===== src/rtl/rv32_pkg.sv =====
// Shared RV32 pipeline definitions: data width, PC constants and the IF/ID payload layout.
package rv32_pkg;

    localparam int XLEN = 32;

    localparam logic [XLEN-1:0] INSTR_NOP        = 32'h0000_0013;
    localparam logic [XLEN-1:0] DEFAULT_RESET_PC = 32'h0000_0000;
    localparam logic [XLEN-1:0] PC_INCREMENT     = 32'd4;

    typedef struct packed {
        logic [XLEN-1:0] pc;
        logic [XLEN-1:0] pc_plus4;
        logic [XLEN-1:0] instr;
        logic            valid;
    } if_id_t;

endpackage


===== src/rtl/fetch_stage_if_id_register.sv =====
// Generic pipeline register with reset, squash (bubble insert, PC fields kept), load and hold.
module if_id_register
    import rv32_pkg::*;
#(
    parameter logic [XLEN-1:0] NOP_INSTR = INSTR_NOP
) (
    input  logic            clk,
    input  logic            reset,
    input  logic            i_load,
    input  logic            i_squash,
    input  logic [XLEN-1:0] i_pc,
    input  logic [XLEN-1:0] i_pcPlus4,
    input  logic [XLEN-1:0] i_instr,
    output logic [XLEN-1:0] o_pc,
    output logic [XLEN-1:0] o_pcPlus4,
    output logic [XLEN-1:0] o_instr,
    output logic            o_valid
);

    if_id_t r_stage;

    // Squash only replaces the instruction; the PC fields keep their last value.
    always_ff @(posedge clk) begin
        if (reset) begin
            r_stage <= '{pc: '0, pc_plus4: '0, instr: NOP_INSTR, valid: 1'b0};
        end else if (i_squash) begin
            r_stage.instr <= NOP_INSTR;
            r_stage.valid <= 1'b0;
        end else if (i_load) begin
            r_stage <= '{pc: i_pc, pc_plus4: i_pcPlus4, instr: i_instr, valid: 1'b1};
        end
    end

    assign o_pc      = r_stage.pc;
    assign o_pcPlus4 = r_stage.pc_plus4;
    assign o_instr   = r_stage.instr;
    assign o_valid   = r_stage.valid;

endmodule


===== src/rtl/fetch_stage.sv =====
// RV32IM instruction fetch: PC register, IF/ID capture, stall hold and EX redirect squash.
// Optional macro FETCH_MISALIGN_CHECK_EN enables the registered misaligned-redirect flag.
module fetch_stage
    import rv32_pkg::*;
#(
    parameter logic [XLEN-1:0] RESET_PC  = DEFAULT_RESET_PC,
    parameter logic [XLEN-1:0] NOP_INSTR = INSTR_NOP
) (
    input  logic            clk,
    input  logic            reset,
    input  logic            stall,
    input  logic            redirect_valid,
    input  logic [XLEN-1:0] redirect_target,
    output logic [XLEN-1:0] pc_address,
    input  logic [XLEN-1:0] instruction,
    output logic [XLEN-1:0] if_id_pc,
    output logic [XLEN-1:0] if_id_pc_plus4,
    output logic [XLEN-1:0] if_id_instr,
    output logic            if_id_valid,
    output logic            misaligned_fault
);

    logic [XLEN-1:0] r_pc;
    logic [XLEN-1:0] w_pcPlus4;
    logic [XLEN-1:0] w_redirectPc;
    logic            w_load;

    assign w_pcPlus4    = r_pc + PC_INCREMENT;
    assign w_redirectPc = redirect_target & ~32'h0000_0003;
    assign w_load       = !stall && !redirect_valid;
    assign pc_address   = r_pc;

    // Priority: reset, then redirect (overrides stall), then stall hold, then sequential advance.
    always_ff @(posedge clk) begin
        if (reset) begin
            r_pc <= RESET_PC;
        end else if (redirect_valid) begin
            r_pc <= w_redirectPc;
        end else if (!stall) begin
            r_pc <= w_pcPlus4;
        end
    end

    if_id_register #(
        .NOP_INSTR(NOP_INSTR)
    ) u_ifId (
        .clk      (clk),
        .reset    (reset),
        .i_load   (w_load),
        .i_squash (redirect_valid),
        .i_pc     (r_pc),
        .i_pcPlus4(w_pcPlus4),
        .i_instr  (instruction),
        .o_pc     (if_id_pc),
        .o_pcPlus4(if_id_pc_plus4),
        .o_instr  (if_id_instr),
        .o_valid  (if_id_valid)
    );

`ifdef FETCH_MISALIGN_CHECK_EN
    logic r_misalignedFault;

    // Recomputed every edge, so it lasts one cycle and a stall cannot stretch it.
    always_ff @(posedge clk) begin
        if (reset) begin
            r_misalignedFault <= 1'b0;
        end else begin
            r_misalignedFault <= redirect_valid && (redirect_target[1:0] != 2'b00);
        end
    end

    assign misaligned_fault = r_misalignedFault;
`else
    assign misaligned_fault = 1'b0;
`endif

endmodule


===== config.mk =====
export PLATFORM = sky130hd
export DESIGN_NAME = fetch_stage
export DESIGN_NICKNAME = d
export VERILOG_FILES = /design/src/rtl/rv32_pkg.sv /design/src/rtl/fetch_stage_if_id_register.sv /design/src/rtl/fetch_stage.sv
export SDC_FILE = /design/constraint.sdc
export NUM_CORES = 1
export LEC_CHECK = 0
export ABC_AREA = 1
export CORE_MARGIN = 4
export CORE_UTILIZATION = 40
export DETAILED_ROUTE_END_ITERATION = 6
export PLACE_DENSITY_LB_ADDON = 0.05
export SYNTH_ARGS = -nofsm -noshare
export SYNTH_HDL_FRONTEND = slang
export SYNTH_SLANG_ARGS = --single-unit
export TNS_END_PERCENT = 5

===== constraint.sdc =====
create_clock -name clk -period 2.4 [get_ports clk]
set_clock_uncertainty 0.2 [all_clocks]
set_input_delay 0.48 -clock clk [delete_from_list [all_inputs] [get_ports clk]]
set_output_delay 0.48 -clock clk [all_outputs]
set_load 0.005 [all_outputs]

==> results.py <==
metrics = {
    "floorplanning": {
        "start_util_pct": 41.0,
        "die_height_um": 122,
        "top_level_ports": 198,
        "die_w_um": 122,
        "coreArea_um2": 12700,
        "row_count": 41,
        "die-area_um2": 14900,
    },
    "final_layout": {
        "syn_to_final_growth_pct": 50.2,
        "antenna_cells_inserted": 0,
        "finish.utilization_pct": 61.5,
        "post_layout_nonfiller_instances": 1105,
        "layout.nets": 991,
        "final_layout_size_suffix_gt1_share_pct": 6.86,
    },
    "detailed_routing": {
        "number_of_antenna_violating_nets_in_the_routed_design": 0,
        "detailroute.via_count": 5378,
        "number_of_vias_per_cell_after_detailed_routing": 4.87,
        "first_pass_iters": 5,
        "drt_iter0_markers": 366,
        "drcViolationCount": 0,
        "detail_route.wirelength_um": 16200,
        "route.detailed.wl_per_inst_um": 14.6,
    },
    "synth": {
        "syn-cell-area_um2": 5190,
        "syn-instance-count": 739,
        "synth.top_cell.area_share_pct": 47.4,
        "synth_area_leaders": "dfxtp_1, nand2_1, nor2_1, o21ai_0, a21oi_1",
        "yosysSeqAreaShare_pct": 47.4,
        "synth_top_flop_cell": "dfxtp_1",
        "syn-mean-instance-area_um2": 7.02,
        "synth_cell_type_count": 23,
        "synth.ff_latch_count": 123,
        "most_instantiated_cells_after_synthesis": "nand2_1, dfxtp_1, nor2_1",
        "synth-edff-count": 0,
        "yosys.area.top_type": "dfxtp_1",
        "synth.most_common_cell": "nand2_1",
        "synth.yosys.warnings": 0,
        "synth_async_sr_flop_share_pct": 0,
    },
    "clock_tree": {
        "cts-buffers-inserted": 17,
        "cts_tree": "yes",
        "cts_hold_buffers": 0,
        "post_cts_clock_slew_at_the_launch_and_capture_registers_of_the_worst_setup_and_hold_paths_ps": 50,
        "cts_repair_resize_count": 0,
        "cts_max_path_buffers": 2,
        "clk_root_buffer_cell": "clkbuf_16",
        "clkLatencyLatePin_ps": 410,
        "cts_setup_buffers": 0,
        "cts_max_level": 4,
        "cts_sinks": 123,
    },
    "critical_path": {
        "critical_path_arrival_ps": 1520,
        "timing.critical_path.buf_inv": 1,
        "critical_path_peak_fanout": 7,
        "timing.critical_path.max_delay_family": "buffers and inverters",
        "worst_path_largest_cell_delay_ps": 590,
        "slowest_cp_cell": "clkdlybuf4s50_1",
        "critical_path.endpoint_type": "primary output",
        "path_class": "reg -> out",
        "timing.reg2reg.setup_slack_ps": 420,
        "timing.critical_path.cells": "clkdlybuf4s50_1",
        "setup.worst_path.start_class": "flop",
        "cp_data_required_time_ps": 1720,
    },
    "global_routing": {
        "first_global_vias": 5323,
        "grt_first_pass_wirelength_um": 26100,
        "grt-ovfl-total": 0,
        "gr-usage-all-layers_pct": 22.3,
        "antenna_found_initial": 0,
        "grt_start_max_net_pins": 59,
    },
    "sta": {
        "finalSetupViolCount": 0,
        "final.hold.worst_slack_ps": 260,
        "final_hold_violation_count": 0,
        "fmaxAchievable_mhz": 455,
        "period_share_pct": 91.5,
        "final.min_clock_period_ps": 2200,
        "rsz0062_at_grt": "no",
        "headroom_to_the_max_slew_limit_pct": 58.3,
        "report.final.slew_viol_count": 0,
        "tightest_slew_ps": 626,
        "final.setup.tns_ps": 0,
    },
    "min_path": {
        "min_path_type": "reg -> reg",
    },
    "placed_design": {
        "numPlacedInstances": 1075,
        "gpl.final_weighted_congestion": 0.865,
        "detailed_place_hpwl_um": 11900,
        "numPortBuffers": 188,
    },
    "flow_run": {
        "cap_violations": 0,
    },
    "pwr": {
        "irDropWorstVdd_v": 0.000478,
        "cellLeakagePower_nw": 2.99,
        "pwr_density_cell_nw_per_um2": 682,
    },
    "status": {
        "run_status": "completed",
    },
}
[layer usage]
metal  vias to the layer above  global-route usage (%)  part of all wire, %
li1                       2707                       -                    -
met5                         -                       0                    0
met2                       187                    36.5                   47
met3                        21                    9.15                   10
met4                         0                    8.26                  1.7
met1                      2463                    26.2                   41
[logic make-up (layout without fill, tap and decap cells)]
family	count (synthesis)	in the layout	share of synthesized area, %
xor gates and xnor gates	8	8	1.35
DFF	123	123	47.4
buffers and inverters	100	288	8.19
and+or+nand+nor	334	334	25.7
AOI/OAI and AO/OA	172	172	17.0
adders and majority gates	1	1	0.241
other	1	7	0.0722
[cell usage in the layout, fill, tap and decap left out]
cell	n
a31oi_1	7
nand3_1	25
conb_1	7
ha_1	1
buf_12	1
o21a_1	1
or2_2	1
clkbuf_8	4
buf_4	15
clkbuf_16	17
clkinv_2	5
inv_2	1
clkinvlp_4	1
nor2_2	10
nor2_1	119
buf_2	1
o21ai_0	84
nor3_1	1
clkbuf_1	1
a22o_1	3
inv_1	53
nor2_4	2
dfxtp_1	123
clkdlybuf4s50_1	187
nand2_1	172
bufinv_16	2
xnor2_1	2
a21oi_1	77
nand2_2	4
xor2_1	6
[where the power goes]
part	switching [mW]	total, mW	internal (mW)
combinational	0.268	0.610	0.342
clock	0.867	2.48	1.61
sequential	0.0852	2.23	2.14
[stage by stage]
stage | instance area (um2) | power, mW | setup WS [ps]
2_1_floorplan | 5210 | 2.50 | 726
3_3_place_gp | 7220 | 2.87 | 115
3_5_place_dp | 7220 | 2.88 | 92.0
4_1_cts | 7800 | 5.37 | 201
5_1_grt | 7800 | 5.55 | 144
6_report | 7800 | 5.32 | 204
[registers in the layout, summed over array words and instances, names as in the netlist]
| register | count |
|---|---|
| pc_address | 30 |
| u_ifId.o_valid | 1 |
| u_ifId.o_instr | 32 |
| u_ifId.o_pc | 30 |
| u_ifId.o_pcPlus4 | 30 |
[final cells by class]
| class | instances | area (um2) |
|---|---|---|
| clock buffers | 22 | 484 |
| multi-input cells | 522 | 2330 |
| fillers | 1201 | 4870 |
| flip-flops and latches | 123 | 2460 |
| inverters | 54 | 203 |
| well taps | 172 | 215 |
| repair buffers | 204 | 2010 |
| clock inverters | 8 | 92.6 |
[path summary, 6_finish.rpt]
path	from	to	depth (start not counted)
worst min-delay path	u_ifId.o_instr[0]	u_ifId.o_instr[0]	2
worst min register to register	u_ifId.o_instr[0]	u_ifId.o_instr[0]	2
worst max register to register	pc_address[3]	u_ifId.o_pcPlus4[18]	8
worst max-delay path	pc_address[13]	pc_address[13]	1
Power figures use the tool's default switching activity.
